### src/rtl/riscv_lrsc_resv_table.sv
// Multi-hart LR/SC reservation table for the RV64A load/store path.
// Each hart owns one reservation (valid, exact address, size, expiry timer).
// The table decides SC success combinationally in the request cycle, drives
// the SC write qualifier and the SC rd value, and invalidates reservations on
// stores/AMOs, passing SCs, external snoops, per-hart flushes and timeouts.
module riscv_lrsc_resv_table #(
  parameter int NUM_HARTS    = 2,
  parameter int XLEN         = 64,
  parameter int GRANULE_LOG2 = 3,
  parameter int TIMEOUT      = 16,
  localparam int HW          = (NUM_HARTS > 1) ? $clog2(NUM_HARTS) : 1
) (
  input  logic                 i_riscv_lrsc_clk,
  input  logic                 i_riscv_lrsc_rst,
  input  logic                 i_riscv_lrsc_req_valid,
  input  logic [HW-1:0]        i_riscv_lrsc_req_hart,
  input  logic [1:0]           i_riscv_lrsc_req_op,
  input  logic                 i_riscv_lrsc_req_dword,
  input  logic [XLEN-1:0]      i_riscv_lrsc_req_addr,
  input  logic                 i_riscv_lrsc_kill,
  input  logic [NUM_HARTS-1:0] i_riscv_lrsc_flush,
  input  logic                 i_riscv_lrsc_snoop_valid,
  input  logic [XLEN-1:0]      i_riscv_lrsc_snoop_addr,
  output logic                 o_riscv_lrsc_sc_pass,
  output logic                 o_riscv_lrsc_sc_rdvalue,
  output logic [1:0]           o_riscv_lrsc_sc_cause,
  output logic [NUM_HARTS-1:0] o_riscv_lrsc_resv_valid
);

  localparam logic [1:0] OP_STORE = 2'b00;
  localparam logic [1:0] OP_LR    = 2'b01;
  localparam logic [1:0] OP_SC    = 2'b10;
  localparam logic [1:0] OP_AMO   = 2'b11;

  localparam logic [1:0] CAUSE_NONE   = 2'b00;
  localparam logic [1:0] CAUSE_NORESV = 2'b01;
  localparam logic [1:0] CAUSE_ADDR   = 2'b10;
  localparam logic [1:0] CAUSE_SIZE   = 2'b11;

  // A zero-width timer is illegal, so TIMEOUT==0 keeps one unused bit.
  localparam int            TW         = (TIMEOUT > 0) ? $clog2(TIMEOUT + 1) : 1;
  localparam logic [TW-1:0] TIMER_INIT = TW'(TIMEOUT);
  localparam int            GW         = XLEN - GRANULE_LOG2;

  // Reservation state per hart.
  logic [NUM_HARTS-1:0] valid_q, valid_d;
  logic [NUM_HARTS-1:0] dword_q, dword_d;
  logic [XLEN-1:0]      addr_q  [NUM_HARTS];
  logic [XLEN-1:0]      addr_d  [NUM_HARTS];
  logic [TW-1:0]        timer_q [NUM_HARTS];
  logic [TW-1:0]        timer_d [NUM_HARTS];

  // Request decode.
  logic                 acc;
  logic                 is_sc;
  logic                 is_wr;
  logic                 snoop_hits_req;
  logic                 sel_valid;
  logic                 sel_dword;
  logic [XLEN-1:0]      sel_addr;
  logic                 no_resv;
  logic                 addr_mis;
  logic                 size_mis;
  logic                 sc_pass;
  logic [NUM_HARTS-1:0] hart_sel;
  logic [NUM_HARTS-1:0] req_gran_match;
  logic [NUM_HARTS-1:0] snp_gran_match;
  logic [NUM_HARTS-1:0] lr_set;
  logic [NUM_HARTS-1:0] clr;

  function automatic logic [GW-1:0] gran(input logic [XLEN-1:0] a);
    return a[XLEN-1:GRANULE_LOG2];
  endfunction

  // Select the requesting hart's reservation and compare granules for all harts.
  always_comb begin
    // NOTE: every variable gets a default before any conditional write, so no
    // path through this block leaves a value held and no latch is inferred.
    sel_valid      = 1'b0;
    sel_dword      = 1'b0;
    sel_addr       = '0;
    hart_sel       = '0;
    req_gran_match = '0;
    snp_gran_match = '0;
    for (int g = 0; g < NUM_HARTS; g++) begin
      hart_sel[g]       = (i_riscv_lrsc_req_hart == HW'(g));
      req_gran_match[g] = (gran(addr_q[g]) == gran(i_riscv_lrsc_req_addr));
      snp_gran_match[g] = (gran(addr_q[g]) == gran(i_riscv_lrsc_snoop_addr));
      if (hart_sel[g]) begin
        sel_valid = valid_q[g] & ~i_riscv_lrsc_flush[g];
        sel_dword = dword_q[g];
        sel_addr  = addr_q[g];
      end
    end
  end

  // SC outcome for the current request, with cause priority
  // no reservation > address mismatch > size mismatch.
  always_comb begin
    acc            = i_riscv_lrsc_req_valid & ~i_riscv_lrsc_kill;
    is_sc          = i_riscv_lrsc_req_valid & (i_riscv_lrsc_req_op == OP_SC);
    is_wr          = (i_riscv_lrsc_req_op == OP_STORE) | (i_riscv_lrsc_req_op == OP_AMO);
    snoop_hits_req = i_riscv_lrsc_snoop_valid &
                     (gran(i_riscv_lrsc_snoop_addr) == gran(i_riscv_lrsc_req_addr));
    no_resv        = ~sel_valid | snoop_hits_req | i_riscv_lrsc_kill;
    addr_mis       = (sel_addr != i_riscv_lrsc_req_addr);
    size_mis       = (sel_dword != i_riscv_lrsc_req_dword);
    sc_pass        = acc & is_sc & ~no_resv & ~addr_mis & ~size_mis;

    o_riscv_lrsc_sc_pass    = sc_pass;
    o_riscv_lrsc_sc_rdvalue = is_sc & ~sc_pass;
    if (!is_sc)        o_riscv_lrsc_sc_cause = CAUSE_NONE;
    else if (no_resv)  o_riscv_lrsc_sc_cause = CAUSE_NORESV;
    else if (addr_mis) o_riscv_lrsc_sc_cause = CAUSE_ADDR;
    else if (size_mis) o_riscv_lrsc_sc_cause = CAUSE_SIZE;
    else               o_riscv_lrsc_sc_cause = CAUSE_NONE;
  end

  // Per-hart set and clear requests for the coming edge.
  always_comb begin
    lr_set = '0;
    clr    = '0;
    for (int g = 0; g < NUM_HARTS; g++) begin
      lr_set[g] = acc & (i_riscv_lrsc_req_op == OP_LR) & hart_sel[g];
      // A snoop kills both the stored granule and one being set this cycle.
      clr[g] = i_riscv_lrsc_flush[g]
             | (i_riscv_lrsc_snoop_valid & (snp_gran_match[g] | (lr_set[g] & snoop_hits_req)))
             | (acc & (i_riscv_lrsc_req_op == OP_SC) & hart_sel[g])
             | (sc_pass & req_gran_match[g])
             | (acc & is_wr & req_gran_match[g]);
    end
  end

  // Next state: clear > LR set > timer countdown.
  always_comb begin
    valid_d = valid_q;
    dword_d = dword_q;
    addr_d  = addr_q;
    timer_d = timer_q;
    for (int g = 0; g < NUM_HARTS; g++) begin
      if (clr[g]) begin
        valid_d[g] = 1'b0;
      end else if (lr_set[g]) begin
        valid_d[g] = 1'b1;
        dword_d[g] = i_riscv_lrsc_req_dword;
        addr_d[g]  = i_riscv_lrsc_req_addr;
        timer_d[g] = TIMER_INIT;
      end else if ((TIMEOUT != 0) && valid_q[g]) begin
        if (timer_q[g] == TW'(1)) valid_d[g] = 1'b0;
        else                      timer_d[g] = timer_q[g] - TW'(1);
      end
    end
  end

  // State registers with asynchronous reset.
  always_ff @(posedge i_riscv_lrsc_clk or posedge i_riscv_lrsc_rst) begin
    if (i_riscv_lrsc_rst) begin
      valid_q <= '0;
      dword_q <= '0;
      // NOTE: these per-hart arrays are control state compared on every
      // request, so they are reset like flops rather than left as RAM.
      for (int g = 0; g < NUM_HARTS; g++) begin
        addr_q[g]  <= '0;
        timer_q[g] <= '0;
      end
    end else begin
      // NOTE: non-blocking assignments so every register samples the
      // pre-edge next-state values regardless of statement order.
      valid_q <= valid_d;
      dword_q <= dword_d;
      for (int g = 0; g < NUM_HARTS; g++) begin
        addr_q[g]  <= addr_d[g];
        timer_q[g] <= timer_d[g];
      end
    end
  end

  assign o_riscv_lrsc_resv_valid = valid_q;

endmodule
### config.mk
export PLATFORM = sky130hd
export DESIGN_NAME = riscv_lrsc_resv_table
export DESIGN_NICKNAME = d
export VERILOG_FILES = /design/src/rtl/riscv_lrsc_resv_table.sv
export SDC_FILE = /design/constraint.sdc
export NUM_CORES = 1
export LEC_CHECK = 0
export ABC_CLOCK_PERIOD_IN_PS = 4100
export BUFFER_PORTS_ARGS = -buffer_cell sky130_fd_sc_hd__buf_4
export CAP_MARGIN = 20
export CORE_AREA = 5 5 156 158
export DETAILED_ROUTE_END_ITERATION = 10
export DIE_AREA = 0 0 161 163
export GPL_ROUTABILITY_DRIVEN = 0
export PLACE_DENSITY_LB_ADDON = 0.3
export SKIP_CTS_REPAIR_TIMING = 1
export SLEW_MARGIN = 20
export SYNTH_ARGS = -nofsm -noshare
export SYNTH_HDL_FRONTEND = slang
export SYNTH_SLANG_ARGS = --single-unit
### constraint.sdc
create_clock -name i_riscv_lrsc_clk -period 4.1 [get_ports i_riscv_lrsc_clk]
set_input_delay 0.615 -clock i_riscv_lrsc_clk [delete_from_list [all_inputs] [get_ports i_riscv_lrsc_clk]]
set_output_delay 0.615 -clock i_riscv_lrsc_clk [all_outputs]
set_load 0.02 [all_outputs]
==> results of run 1 <==
final timing paths:
path / to / start / slack, ns
max: o_riscv_lrsc_sc_cause[0] / i_riscv_lrsc_req_hart / 0.38
min: addr_q[13]$_DFFE_PP0P_ / i_riscv_lrsc_rst / 0.32
max reg2reg: addr_q[39]$_DFFE_PP0P_ / addr_q[22]$_DFFE_PP0P_ / 0.88
min reg2reg: dword_q[0]$_DFFE_PP0P_ / dword_q[0]$_DFFE_PP0P_ / 0.49
max in group asynchronous: addr_q[88]$_DFFE_PP0P_ / i_riscv_lrsc_rst / 2.81
min in group i_riscv_lrsc_clk: addr_q[64]$_DFFE_PP0P_ / i_riscv_lrsc_req_addr[0] / 0.44
cells in the final DEF, fill, tap and decap left out, types with 3 or more instances in the layout:
cell / instances
a21oi_1: 7
xnor2_1: 129
o21ai_0: 6
ha_1: 6
nor3_1: 8
bufinv_16: 4
mux2_1: 50
clkbuf_16: 17
clkbuf_8: 3
nand2_1: 16
clkinvlp_4: 4
nor4_1: 64
dfrtp_1: 142
nand2b_1: 4
mux2_2: 84
nand4_1: 33
nor2_1: 22
mux2i_1: 32
xor2_1: 198
inv_1: 24
and2_1: 4
nand3_1: 12
o41ai_1: 3
nor2b_1: 5
buf_12: 8
buf_4: 167
o31ai_1: 5
stage by stage:
stage,util [%],instances
after CTS,53.0,1381
after global placement,50.2,1350
after floorplan,-,934
final,53.0,1381
after global routing,53.0,1381
after detailed placement,50.2,1350
worst max-delay path, delay by kind of cell:
kind | cells | cell delay [ns]
compound gates | 3 | 0.66
xor+xnor | 1 | 0.08
buf+inv | 5 | 0.97
mux | 1 | 0.25
simple gates | 3 | 0.51
cells by family (layout without fill, tap and decap cells):
family	Yosys count	count (layout)	share of synthesized area, %
AO/OA/AOI/OAI	40	40	3.07
buffers and inverters	74	231	4.15
multiplexers	166	166	18.2
XOR/XNOR	327	327	28.4
flip-flops	142	142	35.3
AND/OR/NAND/NOR	179	179	10.1
adder cells (fa/ha/maj)	6	6	0.746
layout make-up:
type | count | area, um^2 | area share, %
multi-input cells | 718 | 6110 | 50.2
flip-flops and latches | 142 | 3550 | 29.2
repair buffers | 175 | 1410 | 11.6
clock buffers | 21 | 470 | 3.87
well taps | 290 | 363 | 2.98
clock inverters | 10 | 161 | 1.33
inverters | 25 | 97.6 | 0.802
per-layer routing:
layer	share of wire, %	track usage, %	wire length (um)
met1	43	32.6	13800
met2	45	37.7	14400
met3	7.1	5.80	2270
met4	4.6	11.6	1460
met5	0	0	0
report_power, final:
part,internal [mW],total (mW),switching (mW)
clock,1.06,1.70,0.639
sequential,1.69,2.03,0.342
combinational,0.748,1.53,0.781
total,3.50,5.26,1.76
flip-flops by register name, indices dropped and copies added, names as in the netlist:
register and count:
addr_q 128, timer_q 10, dword_q 2, o_riscv_lrsc_resv_valid 2
==> flow_summary.toml, run 1 <==
[status]
run_status = "finished clean"

[worst_setup_path]
crit_path_frequent_cell = "buf_4"
path_max_fanout = 11
cp-end-kind = "output port"
critPathMaxStageDelay_ns = 0.30
crit_slowest_cell = "nor4_1"
worst_ep_arrival_time_ns = 3.11
critical_path_class = "in -> out"
crit_chain = "buf_4, buf_4, buf_4, mux2i_1, xnor2_1, nor4_1, o311a_1, o211a_1, nand2_1, buf_4, nor2_1, o311a_1, buf_4"
r2r_cells = 11
critPathLaunchType = "primary input"
required_ns = 3.48

[synthesis]
synthFlopType = "dfrtp_1"
synth_nets = 1079
synth_most_common_cell = "xor2_1"
synth_top_area_share_pct = 35.3
ys_seq_elements = 142
synthTopCellsByCount = "xor2_1, dfrtp_1, xnor2_1"
ys.warnings.count = 0
synth.area.top_cells = "dfrtp_1, xor2_1, xnor2_1, mux2_2, mux2_1"
synth_top_area_cell = "dfrtp_1"
syn_inst = 934
synth_edf_count = 0
yosysSeqAreaShare_pct = 35.3
async_flop_share_pct = 100
synthesis.area_um2 = 10100
synthDistinctLibCells = 49
avgSynthCellArea_um2 = 10.8

[sta]
slew_violations = 0
rsz0062_at_grt = "false"
clock_skew_ns = 0.0120
whs_ns = 0.324
timing.final.ws_setup_ns = 0.376
fin_crit_sh_pct = 90.8
slew_headroom_pct = 47.8
hold_viol = 0
clock.fmax_ghz = 0.269
setup_viol = 0
post-route-min-period_ns = 3.72
tns_ns = 0
worst_pin_slew_ns = 0.782

[floorplanning]
ios = 145
core_um2 = 23000
chipHeight_um = 163
die_w_um = 161
rows = 56
start_util_pct = 43.8
design.die.area_um2 = 26200

[finish]
nets = 1224
antennaDiodeCount = 0
fill_cells = 2098
area_growth_pct = 20.9
fin_area_um2 = 12200
drive_above_1_share_pct = 27.4

[drt]
post_drt_wl_per_cell_um = 23.1
drt_iter0_drc = 601
antenna_left = 0
viasPerCell = 5.53
vias = 7642
drt_first_pass_iters = 5
drc_errors = 0
wirelength_mm = 31.9

[grt]
grt_overflow = 0
grt_antenna_before_repair = 0
grt_usage_pct = 24.5
grt_max_degree = 76
grt_pass1_vias = 7919
grt_pass1_wl_mm = 47.8

[power_and_ir_drop]
power_per_cell_area_nw_per_um2 = 433
ir_drop_v = 0.000268
p_leak_nw = 5.45
total_power_mw = 5.26

[cts]
clockRootBuffer = "clkbuf_16"
clk_pin_slew_ns = 0.06
cts_made_buffers = 17
cts_tree = "built"
cts.sinks = 142
clock_latency_ns = 0.44
htree_levels = 4
clock_path_buffers = 2

[placed_design]
port_buffers = 141
postPlaceCellArea_um2 = 11500
place_ws_ns = 0.0177
dpl.hpwl_mm = 25.7

[worst_hold_path]
hold_class = "in -> async"

[job]
maxCapViolCount = 0
Power figures use the tool's default switching activity.
==> inputs of run 2 (changes only) <==
--- a/config.mk
+++ b/config.mk
@@ -8,9 +8,9 @@
 export ABC_CLOCK_PERIOD_IN_PS = 4100
 export BUFFER_PORTS_ARGS = -buffer_cell sky130_fd_sc_hd__buf_4
 export CAP_MARGIN = 20
-export CORE_AREA = 5 5 156 158
+export CORE_AREA = 5 5 144 146
 export DETAILED_ROUTE_END_ITERATION = 10
-export DIE_AREA = 0 0 161 163
+export DIE_AREA = 0 0 149 151
 export GPL_ROUTABILITY_DRIVEN = 0
 export PLACE_DENSITY_LB_ADDON = 0.3
 export SKIP_CTS_REPAIR_TIMING = 1
==> run 2 against run 1 <==
  * Sequential power is essentially flat
  * Critical path depth shrank 2
  * Clock skew rose by 0.00071 ns
  * Cell count fell by 2.3%
  * Flip-flop and latch count unchanged
  * Via count grew 1.3%
  * Utilization increased by 9.7 points
  * Register-to-register slack got worse by 0.10 ns
  * Non-clock buffer count down 8
  * Sequential share of layout area rose by 0.23 points
  * First-iteration DRC count decreased by 11%
  * Die area shrank 14%
  * Critical path type is now in -> reg
  * Critical endpoint is now addr_q[79]$_DFFE_PP0P_
==> flow_summary.toml, run 2 (same netlist as run 1, synthesis figures left out) <==
[status]
run_status = "finished clean"

[placed_design]
port_buffers = 141
place_ws_ns = 0.0133
dpl.hpwl_mm = 24.0
place_inst = 1317
postPlaceCellArea_um2 = 11400

[power_and_ir_drop]
p_leak_nw = 5.41
power_frac_comb_pct = 28.9
ir_drop_v = 0.000294
power_per_cell_area_nw_per_um2 = 433
switchingPower_mw = 1.76
p_int_mw = 3.47
total_power_mw = 5.23
swShare_pct = 33.6
seqPwrFrac_pct = 39.0
clock_power_share_pct = 32.1

[finish]
area_growth_pct = 19.9
final_cells = 1349
fin_area_um2 = 12100
fin_util_pct = 62.7
fill_cells = 1642
drive_above_1_share_pct = 27.0
nets = 1216
top_register = "addr_q"
mostFrequentLayoutCells = "xor2_1, buf_4, dfrtp_1"
largest_reg_flops = 128
final_common_cell = "xor2_1"
top_regs = "addr_q (128), timer_q (10)"
antennaDiodeCount = 0

[floorplanning]
rows = 51
ios = 145
design.die.area_um2 = 22500
start_util_pct = 52.2
die_w_um = 149
chipHeight_um = 151
core_um2 = 19300

[drt]
viasPerCell = 5.74
antenna_left = 0
vias = 7745
drc_errors = 0
post_drt_wl_per_cell_um = 22.7
wirelength_mm = 30.6
drt_first_pass_iters = 6
drt_iter0_drc = 533

[sta]
fin_crit_sh_pct = 91.1
clock_skew_ns = 0.0127
clock.fmax_ghz = 0.268
rsz0062_at_grt = "false"
worst_pin_slew_ns = 0.806
setup_viol = 0
slew_headroom_pct = 46.3
hold_viol = 0
post-route-min-period_ns = 3.73
timing.final.ws_setup_ns = 0.367
slew_violations = 0

[worst_setup_path]
reg2reg_from = "addr_q[30]$_DFFE_PP0P_"
required_ns = 4.42
worst_ep_arrival_time_ns = 4.05
critPathLaunchType = "primary input"
crit_start = "i_riscv_lrsc_snoop_addr[16]"
path_max_fanout = 21
critical_path_class = "in -> reg"
cp-end-kind = "register"
rrSetupSlack_ns = 0.78

[cts]
clock_latency_ns = 0.43
cts_tree = "built"
cts_made_buffers = 17
cts.sinks = 142
clock_path_buffers = 2
clockRootBuffer = "clkbuf_16"
htree_levels = 4
clk_pin_slew_ns = 0.06

[grt]
grt_use_met3_pct = 7.33
grt_pass1_wl_mm = 45.3
grt_usage_pct = 27.1
grt_max_degree = 143
grt_overflow = 0
grt_pass1_vias = 7777
met1_usage_pct = 35.5
grt-busiest-layer = "met2"
grt_antenna_before_repair = 0
use_met2_pct = 42.5

[worst_hold_path]
hold_class = "in -> async"

[job]
maxCapViolCount = 0
## run 2: critical path, cell delays in order
cell	delay [ns]
buf_4	0.13
xnor2_1	0.31
nand2_1	0.15
or4_1	0.40
or4_1	0.61
or2_1	0.27
and4_4	0.19
o2111a_2	0.27
nor3b_4	0.48
buf_12	0.26
mux2_2	0.35
## run 2: cell type report
type / instances / area, um^2 / share of cell area, %
flip-flops and latches: 142 / 3550 / 29.4
well taps: 265 / 332 / 2.75
clock inverters: 14 / 189 / 1.56
multi-input cells: 718 / 6110 / 50.6
inverters: 25 / 97.6 / 0.808
clock buffers: 18 / 439 / 3.64
repair buffers: 167 / 1350 / 11.2
## run 2: worst paths after layout
| check | cells after the start | end |
|---|---|---|
| setup reg to reg | 12 | addr_q[9]$_DFFE_PP0P_ |
| min in group i_riscv_lrsc_clk | 2 | addr_q[64]$_DFFE_PP0P_ |
| max in group asynchronous | 3 | addr_q[12]$_DFFE_PP0P_ |
| hold / removal | 3 | addr_q[26]$_DFFE_PP0P_ |
| setup / recovery | 11 | addr_q[79]$_DFFE_PP0P_ |
| hold reg to reg | 1 | dword_q[0]$_DFFE_PP0P_ |
## run 2: power by group through the flow
stage	logic, mW	clock network [mW]	registers [mW]
after floorplan	0.992	0	1.98
after global placement	1.46	0	2.04
after detailed placement	1.48	0	2.06
after CTS	1.50	1.69	2.03
after global routing	1.62	1.76	2.08
final	1.51	1.68	2.04
## run 2: layer usage
layer / share of wire, % / wire length (um)
met1: 42 / 12800
met2: 46 / 13900
met3: 8.6 / 2630
met4: 4.1 / 1250
met5: 0 / 0
## run 2: per-stage QoR
| stage | TNS (ns) | hold slack, ns |
|---|---|---|
| detailed placement | 0 | 0.483 |
| global placement | -0.000525 | 0.472 |
| finish | 0 | 0.425 |
| CTS | 0 | 0.419 |
| floorplan | 0 | 0.457 |
| global route | 0 | 0.436 |
